## config.mk

```make
export PLATFORM = sky130hd
export DESIGN_NAME = two_digit_scan_ctrl
export DESIGN_NICKNAME = d
export VERILOG_FILES = /design/src/rtl/scan_pkg.sv /design/src/rtl/seg7_glyph.sv /design/src/rtl/two_digit_scan_ctrl.sv
export SDC_FILE = /design/constraint.sdc
export NUM_CORES = 1
export LEC_CHECK = 0
export ABC_CLOCK_PERIOD_IN_PS = 8200
export CAP_MARGIN = 25
export CORE_ASPECT_RATIO = 0.7
export CORE_MARGIN = 2
export CORE_UTILIZATION = 40
export CTS_BUF_LIST = sky130_fd_sc_hd__clkbuf_4
export DETAILED_ROUTE_END_ITERATION = 8
export SLEW_MARGIN = 15
export SYNTH_ARGS = -nofsm -noshare
export SYNTH_HDL_FRONTEND = slang
export SYNTH_SLANG_ARGS = --single-unit
```

## constraint.sdc

```tcl
create_clock -name clk -period 8.2 [get_ports clk]
set_input_delay 1.23 -clock clk [delete_from_list [all_inputs] [get_ports clk]]
set_output_delay 1.23 -clock clk [all_outputs]
set_load 0.05 [all_outputs]
```

## src/rtl/scan_pkg.sv

```systemverilog
// Shared types and constants for the two-digit scanned seven-segment display.
//   scan_state_t : scan FSM states
//   SEG_BLANK    : all segments off (active-low bus)
//   SEG_GLYPH    : active-low {a,b,c,d,e,f,g} patterns for digits 0-9
//   AN_OFF       : both digit enables off (active-low)
package scan_pkg;

    typedef enum logic [2:0] {
        ST_IDLE  = 3'd0,
        ST_ONES  = 3'd1,
        ST_GAP_A = 3'd2,
        ST_TENS  = 3'd3,
        ST_GAP_B = 3'd4
    } scan_state_t;

    localparam logic [6:0] SEG_BLANK = 7'h7F;
    localparam logic [1:0] AN_OFF    = 2'b11;

    localparam logic [6:0] SEG_GLYPH [10] = '{
        7'b0000001, 7'b1001111, 7'b0010010, 7'b0000110, 7'b1001100,
        7'b0100100, 7'b0100000, 7'b0001111, 7'b0000000, 7'b0000100
    };

endpackage

```

## src/rtl/seg7_glyph.sv

```systemverilog
// Combinational digit-to-glyph lookup for an active-low seven-segment bus.
//   digit : 4-bit value; 0-9 map to their glyph, 10-15 map to blank
//   glyph : active-low {a,b,c,d,e,f,g}
module seg7_glyph
    import scan_pkg::*;
(
    input  logic [3:0] digit,
    output logic [6:0] glyph
);

    // Table lookup, out-of-range digits go dark rather than showing garbage
    always_comb begin
        glyph = SEG_BLANK;
        if (digit < 4'd10) begin
            glyph = SEG_GLYPH[digit];
        end else begin
            glyph = SEG_BLANK;
        end
    end

endmodule

```

## src/rtl/two_digit_scan_ctrl.sv

```systemverilog
// Scan controller for a two-digit common-anode display sharing one segment bus.
// A 0-15 value arrives over valid/ready into a one-deep pending buffer and is
// committed to the displayed value only at the start of a frame, so a frame
// never tears. Each frame: ones digit lit DWELL cycles, GAP dark, tens digit
// lit (or blanked as a leading zero) DWELL cycles, GAP dark.
//   clk, rst_n  : clock, asynchronous active-low reset
//   en          : scan enable; low parks the FSM with the display dark
//   in_valid/in_value/in_ready : value handshake
//   seg         : active-low segments {a..g}, registered
//   an          : active-low digit enables (an[0]=ones, an[1]=tens), registered
//   frame_start : one-cycle pulse with the first ones cycle of each frame
module two_digit_scan_ctrl #(
    parameter int DWELL = 1000,
    parameter int GAP   = 4
) (
    input  logic       clk,
    input  logic       rst_n,
    input  logic       en,
    input  logic       in_valid,
    input  logic [3:0] in_value,
    output logic       in_ready,
    output logic [6:0] seg,
    output logic [1:0] an,
    output logic       frame_start
);
    import scan_pkg::*;

    localparam int CNT_MAX = (DWELL > GAP) ? DWELL : GAP;
    localparam int CNT_W   = $clog2(CNT_MAX + 1);
    localparam logic [CNT_W-1:0] LD_DWELL = CNT_W'(DWELL);
    localparam logic [CNT_W-1:0] LD_GAP   = CNT_W'(GAP);
    localparam logic [CNT_W-1:0] CNT_ONE  = CNT_W'(1);

    scan_state_t      state_r, state_nxt_s;
    logic [CNT_W-1:0] cnt_r, cnt_val_s;
    logic             cnt_load_s;
    logic [3:0]       pend_r, cur_r, cur_nxt_s, ones_s;
    logic             pend_v_r;
    logic             enter_ones_s, xfer_s;
    logic [6:0]       ones_glyph_s, seg_r, seg_nxt_s;
    logic [1:0]       an_r, an_nxt_s;
    logic             fs_r;

    assign in_ready     = !pend_v_r;
    assign xfer_s       = in_valid && !pend_v_r;
    assign enter_ones_s = (state_nxt_s == ST_ONES) && (state_r != ST_ONES);
    // Value the display will show after this edge (commit happens on ONES entry)
    assign cur_nxt_s    = (enter_ones_s && pend_v_r) ? pend_r : cur_r;
    assign ones_s       = (cur_nxt_s >= 4'd10) ? (cur_nxt_s - 4'd10) : cur_nxt_s;

    seg7_glyph u_ones_glyph (
        .digit (ones_s),
        .glyph (ones_glyph_s)
    );

    // Next-state logic; every state entry reloads the dwell counter
    always_comb begin
        state_nxt_s = state_r;
        cnt_load_s  = 1'b0;
        cnt_val_s   = LD_DWELL;
        if (!en) begin
            state_nxt_s = ST_IDLE;
        end else begin
            case (state_r)
                ST_IDLE: begin
                    state_nxt_s = ST_ONES;
                    cnt_load_s  = 1'b1;
                    cnt_val_s   = LD_DWELL;
                end
                ST_ONES: begin
                    if (cnt_r == CNT_ONE) begin
                        state_nxt_s = ST_GAP_A;
                        cnt_load_s  = 1'b1;
                        cnt_val_s   = LD_GAP;
                    end else begin
                        state_nxt_s = ST_ONES;
                    end
                end
                ST_GAP_A: begin
                    if (cnt_r == CNT_ONE) begin
                        state_nxt_s = ST_TENS;
                        cnt_load_s  = 1'b1;
                        cnt_val_s   = LD_DWELL;
                    end else begin
                        state_nxt_s = ST_GAP_A;
                    end
                end
                ST_TENS: begin
                    if (cnt_r == CNT_ONE) begin
                        state_nxt_s = ST_GAP_B;
                        cnt_load_s  = 1'b1;
                        cnt_val_s   = LD_GAP;
                    end else begin
                        state_nxt_s = ST_TENS;
                    end
                end
                ST_GAP_B: begin
                    if (cnt_r == CNT_ONE) begin
                        state_nxt_s = ST_ONES;
                        cnt_load_s  = 1'b1;
                        cnt_val_s   = LD_DWELL;
                    end else begin
                        state_nxt_s = ST_GAP_B;
                    end
                end
                default: begin
                    state_nxt_s = ST_IDLE;
                end
            endcase
        end
    end

    // Output decode from the next state so seg/an register on the state edge
    always_comb begin
        seg_nxt_s = SEG_BLANK;
        an_nxt_s  = AN_OFF;
        case (state_nxt_s)
            ST_ONES: begin
                seg_nxt_s = ones_glyph_s;
                an_nxt_s  = 2'b10;
            end
            ST_TENS: begin
                // Leading-zero blanking keeps TENS timing, just stays dark
                if (cur_nxt_s >= 4'd10) begin
                    seg_nxt_s = SEG_GLYPH[1];
                    an_nxt_s  = 2'b01;
                end else begin
                    seg_nxt_s = SEG_BLANK;
                    an_nxt_s  = AN_OFF;
                end
            end
            default: begin
                seg_nxt_s = SEG_BLANK;
                an_nxt_s  = AN_OFF;
            end
        endcase
    end

    // State and dwell counter; counter holds at 1 instead of wrapping
    always_ff @(posedge clk or negedge rst_n) begin
        if (!rst_n) begin
            state_r <= ST_IDLE;
            cnt_r   <= LD_DWELL;
        end else begin
            state_r <= state_nxt_s;
            if (cnt_load_s) begin
                cnt_r <= cnt_val_s;
            end else if (cnt_r > CNT_ONE) begin
                cnt_r <= cnt_r - CNT_ONE;
            end else begin
                cnt_r <= cnt_r;
            end
        end
    end

    // Pending buffer and displayed value; a transfer is only possible when
    // pend is empty, so it never collides with a commit of real data
    always_ff @(posedge clk or negedge rst_n) begin
        if (!rst_n) begin
            pend_r   <= 4'd0;
            pend_v_r <= 1'b0;
            cur_r    <= 4'd0;
        end else begin
            cur_r <= cur_nxt_s;
            if (xfer_s) begin
                pend_r   <= in_value;
                pend_v_r <= 1'b1;
            end else if (enter_ones_s) begin
                pend_v_r <= 1'b0;
            end else begin
                pend_v_r <= pend_v_r;
            end
        end
    end

    // Registered display outputs
    always_ff @(posedge clk or negedge rst_n) begin
        if (!rst_n) begin
            seg_r <= SEG_BLANK;
            an_r  <= AN_OFF;
            fs_r  <= 1'b0;
        end else begin
            seg_r <= seg_nxt_s;
            an_r  <= an_nxt_s;
            fs_r  <= enter_ones_s;
        end
    end

    assign seg         = seg_r;
    assign an          = an_r;
    assign frame_start = fs_r;

endmodule
```

==> results.txt, run 1 <==
The run finished with clean final reports. The overall die height is between 60 and 70 microns. Gates resized during post-CTS repair numbered 0.

The H-tree was split into 2 levels. The internal portion of the total power is between 0.3 and 0.4 mW. The final cycle utilization of the critical path is 0.3933. Buffers placed on the I/O ports in this run total 18.

The mapped cell area is ~1800 sq um. The routed wire length per instance came out at between 10 and 15 microns. The later pin in the worst-skew pair is clocked with a latency of between 300 and 400 ps. The number of nets produced by synthesis came out at between 150 and 200.

STA classifies the critical path startpoint as a flip-flop. The commonest cells after synthesis are sky130_fd_sc_hd__nor2_1 (21), sky130_fd_sc_hd__dfrtp_1 (17), sky130_fd_sc_hd__dfstp_2 (15). For this block, the routed nets add up to 3549 microns of wire.

Yosys instantiated no cell more often than sky130_fd_sc_hd__nor2_1. The utilization of the core after routing came out at 0.4822. The delay contributed by the slowest stage of the critical path came out at approximately 520 ps. Grouping stages by cell kind, the critical path spends the most delay in simple AND/OR/NAND/NOR gates. The maximum vdd ir drop is approximately 0.17 mV. The actual transition at the worst max-transition pin came out at slightly above 700 ps.

The power consumption came out at 0.6442 mW. Clock-pin slew was measured on the worst setup and hold paths at around 100 ps. Across the routed clock network, the largest skew measured is around 13 ps.

The count of buffering cells on the critical path with inverters included came out at 2. The first-pass iteration count of the detailed router came out at 4. The count of flip-flops with a built-in enable after synthesis came out at 0.

The count of pins on the block boundary is 19. The critical path arrival came out at roughly 3500 ps. The congestion estimate from routability-driven global placement came to roughly 0.8. The number of synthesized register bits came out at 32. The tree is rooted in a sky130_fd_sc_hd__clkbuf_4. The number of global-route vias before repair was ~1.3k. The violation count after the first detailed-route iteration came out at 99.

Setup repair after global routing left no endpoint under its margin. Of the post-synthesis cell area, the dominant cell type holds 0.2337. The start-to-end type of the worst setup path is reg2reg. The mean number of vias per cell came out at between 5 and 6. In this run, placement finished with an instance count of between 200 and 250. Yosys printed 0 warnings. The critical-path cell with the highest stage delay is sky130_fd_sc_hd__or4b_4.

The synthesized netlist cell count came out at 174. The detail route stage leaves a number of antenna-violating nets equal to 0. The post-synthesis area per instance came out at approximately 10 sq um. The detailed placer's ending HPWL is around 2700 microns.

Counting the buffers created by CTS gives 5. The buffers inserted during post-CTS setup optimization came out at 0. Across all layers, the routed design uses 1344 vias.

The switching share of total power came out at 0.4189. Of all nets on the critical path, the largest fanout is 15. The number of max-slew violations in the final report is 0.

The dominant cell type by area after synthesis is sky130_fd_sc_hd__dfrtp_1. Prior to clock tree synthesis, the placed netlist has a worst setup slack of 4743 ps. The worst path setup slack after routing is ~5000 ps. The final count of hold timing violations is 0. The proportion of power drawn by the clock network came out at 0.133. The die width came out at about 85 microns.

The prevailing post-synth register cell is sky130_fd_sc_hd__dfrtp_1. The worst-case headroom to the max-slew limit is 0.5226. The largest buffer count on any clock path is 2.

For this run, the post-layout net count is 206. Hold is met by roughly 540 ps. The cell leakage power came out at about 0.86 nW. The global-route congestion overflow total is 0. Data on the critical path is required at its endpoint by ~8400 ps.

0 antenna diodes ended up in the layout. The initial standard-cell utilization of the core is 0.4181. The summed negative setup slack over all endpoints came out at 0 ps.

Of the cells placed in the final design, the portion with a size suffix greater than 1 is 0.2205. The count of unresolved DRC violations after routing is 0. The core region is between 4000 and 5000 sq um.

The CTS tree is built. The total of hold buffers inserted after clock tree synthesis is 0. The post-synthesis cell type count is 48. Of all flip-flops after synthesis, the portion carrying an async set or reset was 1.000. The number of clock sinks came out at 32. The sequential power share came out at 0.416. Walking the worst path, the cells encountered are inv_1 -> ha_1 -> or4b_4 -> o31ai_4 -> nand4_4 -> mux2i_4 -> inv_1 -> ha_1 -> or3_1 -> o311ai_2. The area growth from synthesis to layout is 15.33%. The net switching power is around 0.27 mW. The power per cell area came out at a little over 300 nW/um^2. The number of antenna violations at the first check in global routing is 0.

STA classifies the critical path endpoint as a flip-flop. Entering global routing, the biggest net connects 33 pins. Once layout is complete, the cells apart from fillers number between 200 and 300. The count of endpoints failing setup in the final report came out at 0. The finished cells cover approximately 2100 sq um. The floorplan die area came out at 5116 sq um.

The highest achievable clock rate is a little over 300 MHz. The post-layout minimum cycle time came out at ~3200 ps. For this run, the total global-route usage over all layers was measured as 0.1581. The wire length of the first global-routing pass came out at between 6000 and 7000 microns. After floorplanning, the core was divided into 20 placement rows. Max-cap violations in this run came to 0. After detailed placement, the total cell area comes to roughly 2000 sq um. The share of the yosys chip area belonging to registers is 0.4502. Yosys attributes the largest share of cell area to sky130_fd_sc_hd__dfrtp_1 (23%), sky130_fd_sc_hd__dfstp_2 (22%), sky130_fd_sc_hd__nor2_1 (4.3%). The worst hold path belongs to the class reg2reg. Of the total power, combinational logic draws 0.451.
==> kinds of logic (layout without fill, tap and decap cells) <==
family / after synthesis / in the layout / synth area share
compound gates: 40 / 40 / 0.1670
flops: 32 / 32 / 0.4502
simple gates: 57 / 57 / 0.1773
xor+xnor: 9 / 9 / 0.04330
buf+inv: 19 / 40 / 0.04330
mux: 12 / 12 / 0.08591
fa+ha+maj: 5 / 5 / 0.03299
==> area by class of cell <==
cell class / count / area [sq um]
timing repair buffer: 19 / 187.7
sequential: 32 / 819.5
tap: 55 / 68.82
clock inverter: 2 / 7.507
multi-input combinational: 123 / 922.1
clock buffer: 6 / 45.04
fill: 424 / 2255
inverter: 13 / 48.80
==> flip-flops by register name, summed over array words and instances (netlist names) <==
| name | cells |
|---|---|
| cnt_r | 10 |
| an | 2 |
| frame_start | 1 |
| pend_r | 4 |
| cur_r | 4 |
| seg | 7 |
| state_r | 3 |
| pend_v_r | 1 |
==> path summary, 6_finish.rpt <==
path	from	slack (ps)	end	cells after the start
worst max-delay path	cnt_r[1]$_DFFE_PN0P_	4980	seg[3]$_DFF_PN1_	10
min in group asynchronous	rst_n	1300	frame_start$_DFF_PN0_	2
max in group asynchronous	rst_n	6570	seg[5]$_DFF_PN1_	2
worst min-delay path	state_r[0]$_DFF_PN0_	540	frame_start$_DFF_PN0_	1
worst max register to register	cnt_r[1]$_DFFE_PN0P_	4980	seg[3]$_DFF_PN1_	10
worst min register to register	state_r[0]$_DFF_PN0_	540	frame_start$_DFF_PN0_	1
==> layout by cell type, fill, tap and decap left out, types with 3 or more instances in the layout <==
cell	n
sky130_fd_sc_hd__o21ai_1	3
sky130_fd_sc_hd__ha_1	4
sky130_fd_sc_hd__or3_1	3
sky130_fd_sc_hd__dfstp_2	15
sky130_fd_sc_hd__xor2_1	4
sky130_fd_sc_hd__mux2i_1	4
sky130_fd_sc_hd__o21a_1	8
sky130_fd_sc_hd__nor2_1	21
sky130_fd_sc_hd__nand2b_1	3
sky130_fd_sc_hd__clkbuf_4	6
sky130_fd_sc_hd__or2_2	4
sky130_fd_sc_hd__o21ai_0	7
sky130_fd_sc_hd__dfrtp_1	17
sky130_fd_sc_hd__nor2b_1	6
sky130_fd_sc_hd__mux2_2	5
sky130_fd_sc_hd__inv_1	12
sky130_fd_sc_hd__nor3_1	7
sky130_fd_sc_hd__nand2_1	4
sky130_fd_sc_hd__clkdlybuf4s50_1	18
sky130_fd_sc_hd__xnor2_1	5
==> metal layers <==
metal	vias up	wire length, microns	GRT usage
li1	649	-	-
met1	646	1832	0.2292
met2	44	1448	0.2295
met3	5	233	0.04354
met4	0	35	0.05669
met5	-	0	0
==> power by group through the flow <==
stage                     clock (mW)  combinational (mW)  sequential [mW]
after floorplan                    0               0.165            0.314
after global placement             0               0.282            0.266
after detailed placement           0               0.288            0.270
after CTS                     0.0889               0.290            0.268
after global routing          0.0972               0.319            0.276
final                         0.0854               0.291            0.268
No activity file was read; power rests on OpenSTA's default activity.
==> run 2, diff against run 1 <==
--- a/config.mk
+++ b/config.mk
@@ -5,7 +5,7 @@
 export SDC_FILE = /design/constraint.sdc
 export NUM_CORES = 1
 export LEC_CHECK = 0
-export ABC_CLOCK_PERIOD_IN_PS = 8200
+export ABC_CLOCK_PERIOD_IN_PS = 2900
 export CAP_MARGIN = 25
 export CORE_ASPECT_RATIO = 0.7
 export CORE_MARGIN = 2
==> constraint.sdc (replaced) <==
create_clock -name clk -period 2.9 [get_ports clk]
set_input_delay 0.435 -clock clk [delete_from_list [all_inputs] [get_ports clk]]
set_output_delay 0.435 -clock clk [all_outputs]
set_load 0.05 [all_outputs]
==> results.txt, run 2 (synthesis gave the netlist of run 1 again) <==
The launching point of the worst reg2reg path is cnt_r[1]$_DFFE_PN0P_ (unchanged). The clock-pin transition on the worst setup and hold timing paths came out at 110 ps (was 100 ps). The cell leakage power was 0.8919 nW (was 0.8625 nW). The maximum fanout encountered on the critical timing path is 7 (was 15). The power consumption came to 1.919 mW (was 0.6442 mW). The start-to-end type of the worst setup path is reg2reg (unchanged).

The worst-case setup slack after placement is 23.87 ps (was 4743 ps). The final cycle utilization of the critical path is 0.9574 (was 0.3933). The residual antenna-violating net count after detailed routing came to 0 (unchanged). The slack of the worst reg-to-reg path was 120 ps (was 4980 ps).

The number of port buffers came out at 18 (unchanged). The vias after detailed routing is 1344 (unchanged). The CTS tree is built (unchanged).

The launching element type of the critical path is a flip-flop (unchanged). The worst flop-to-flop path endpoint is seg[3]$_DFF_PN1_ (unchanged). The placement row count came out at 20 (unchanged). The number of standard cells in the layout, taps in and fillers out came to 254 (was 250).

The worst path setup slack after routing is 123.5 ps (was 4975 ps). The endpoint kind of the worst setup timing path was a flip-flop (unchanged). The count of unresolved DRC violations after routing is 0 (unchanged).

The fraction of final layout cells with drive strength greater than 1 is 0.2513 (was 0.2205). The global-route congestion overflow total is 0 (unchanged). The first-pass iteration count of the detailed router came out at 4 (unchanged). The violation count after the first detailed-route iteration is 97 (was 99). The count of pins on the block boundary was 19 (unchanged). The mean number of vias per cell is 5.291 (was 5.376). The antenna cell count is 0 (unchanged).

The maximum number of pins on one net before global-route repair came out at 33 (unchanged). The count of endpoints failing setup in the final report is 0 (unchanged). The insertion delay of the later-clocked pin in the worst-skew pair came to 330 ps (about the same).

The area growth from synthesis to layout came out at 18.76% (was 15.33%). The final count of hold timing violations was 0 (unchanged). The worst endpoint required time is 3150 ps (was 8430 ps).

The number of clock sinks is 32 (unchanged). The total of hold buffers inserted after clock tree synthesis is 0 (unchanged). The number of global-route vias before repair came to 1320 (was 1349).

The number of placed instances with taps included came to 245 (was 242). The maximum vdd ir drop is 0.4948 mV (was 0.1667 mV). The number of H-tree levels was 2 (unchanged). The most frequent standard cell in the layout excluding fill and tap cells is sky130_fd_sc_hd__nor2_1 (unchanged).

The highest achievable clock rate is 360.2 MHz (was 310.1 MHz). The overall die height came out at 60.45 microns (unchanged). The post-detailed-routing wire length came out at 3577 microns (was 3549 microns).

The standard cell core area was 4354 sq um (unchanged). The final worst clock skew came to 19.26 ps (was 12.86 ps). The class of the tightest hold or removal check is in2async (was reg2reg).

The wire length of the first global-routing pass came out at 6341 microns (was 6272 microns). The worst-case headroom to the max-slew limit came out at 0.6694 (was 0.5226). The number of max-slew violations in the final report came out at 0 (unchanged).

The flip-flop count of the largest register, all copies and words added is 10 (unchanged). The area of placed instances is 2069 sq um (was 2047 sq um). The die width is 84.64 microns (unchanged). The summed negative setup slack over all endpoints came out at 0 ps (unchanged). The all-layer global routing usage is 0.1560 (was 0.1581). The initial standard-cell utilization of the core is 0.4181 (unchanged).

The weighted congestion at the end of routability-driven global placement came out at 0.8183 (was 0.7969). The CTS root buffer is sky130_fd_sc_hd__clkbuf_4 (unchanged). The critical path arrival is 3020 ps (was 3450 ps). The floorplan die area is 5116 sq um (unchanged). The cell count of the worst reg-to-reg path came out at 10 (unchanged). The number of buffers inserted during clock tree synthesis came out at 5 (unchanged). Run status: completed (unchanged).

The final-stage net count was 210 (was 206). The final instance area is 2162 sq um (was 2100 sq um). The number of antenna violations at the first check in global routing came out at 0 (unchanged). The detailed placer's ending HPWL is 2683 microns (was 2656 microns). Most frequent cells in the layout: sky130_fd_sc_hd__nor2_1 (21), sky130_fd_sc_hd__clkdlybuf4s50_1 (18), sky130_fd_sc_hd__dfrtp_1 (17) (unchanged). The register name with the most flops is cnt_r (unchanged). The largest buffer count on any clock path is 2 (unchanged). The post-layout minimum cycle time is 2776 ps (was 3225 ps). The routed wire length per instance is 14.08 microns (was 14.20 microns).

The number of max-capacitance violations reported is 0 (unchanged). The actual transition at the worst max-transition pin was 494.4 ps (was 710.6 ps). The power per cell area is 887.5 nW/um^2 (was 306.8 nW/um^2). Unrepaired setup endpoints after global routing: false (unchanged).
==> run 2: cell count changes in the layout (fill, tap and decap cells not counted) <==
cell	delta
sky130_fd_sc_hd__clkinvlp_4	+1
sky130_fd_sc_hd__clkinv_2	+1
sky130_fd_sc_hd__buf_4	+4
sky130_fd_sc_hd__a211oi_2	+1
sky130_fd_sc_hd__clkinv_1	-2
sky130_fd_sc_hd__bufinv_16	+1
sky130_fd_sc_hd__clkbuf_4	-1
sky130_fd_sc_hd__a211oi_1	-1
==> run 2: worst max path at each step <==
stage,from,to,slack (ps),cells after the start
floorplan,cnt_r[1]$_DFFE_PN0P_,seg[3]$_DFF_PN1_,20,11
global placement,cnt_r[1]$_DFFE_PN0P_,seg[3]$_DFF_PN1_,130,10
detailed placement,cnt_r[1]$_DFFE_PN0P_,seg[3]$_DFF_PN1_,20,10
CTS,cnt_r[1]$_DFFE_PN0P_,seg[3]$_DFF_PN1_,10,10
global route,cnt_r[1]$_DFFE_PN0P_,seg[3]$_DFF_PN1_,0.9,10
finish,cnt_r[1]$_DFFE_PN0P_,seg[3]$_DFF_PN1_,120,10
==> run 2: through the flow <==
stage	hold slack (ps)	utilization
floorplan	139.4	-
global placement	519.8	0.4753
detailed placement	537.1	0.4753
CTS	486.0	0.4937
global route	516.1	0.4966
finish	487.2	0.4966
==> run 2: layout make-up <==
cell class | instances | area (sq um)
Timing Repair Buffer | 23 | 217.7
Inverter | 13 | 48.80
Fill cell | 398 | 2192
Clock buffer | 5 | 37.54
Sequential cell | 32 | 819.5
Tap cell | 55 | 68.82
Clock inverter | 3 | 42.54
Multi-Input combinational cell | 123 | 927.1
==> run 2: what timing repair did <==
item,in CTS,in global routing
setup endpoints to repair,0,1
gates resized for setup,0,1
hold endpoints to repair,0,0
buffers inserted,0,1
==> run 2: power breakdown <==
group | switching, mW | internal, mW | leakage [nW]
clock | 0.156 | 0.180 | 0.0412
combinational | 0.476 | 0.349 | 0.486
sequential | 0.139 | 0.619 | 0.364
total | 0.771 | 1.15 | 0.892
==> run 2: per-layer routing <==
layer,track usage,part of all wire,up-vias
met1,0.2295,0.52,652
met2,0.2317,0.42,33
li1,-,-,657
met4,0.02721,0.0022,0
met5,0,0,-
met3,0.04762,0.053,2
==> run 2: critical path, cell delays in order (launching register included) <==
cell,delay [ps]
sky130_fd_sc_hd__dfrtp_1,420
sky130_fd_sc_hd__inv_1,80
sky130_fd_sc_hd__ha_1,160
sky130_fd_sc_hd__or4b_4,520
sky130_fd_sc_hd__o31ai_4,250
sky130_fd_sc_hd__nand4_4,210
sky130_fd_sc_hd__a211oi_2,210
sky130_fd_sc_hd__a31oi_1,90
sky130_fd_sc_hd__ha_1,300
sky130_fd_sc_hd__or3_1,390
sky130_fd_sc_hd__o311ai_2,90
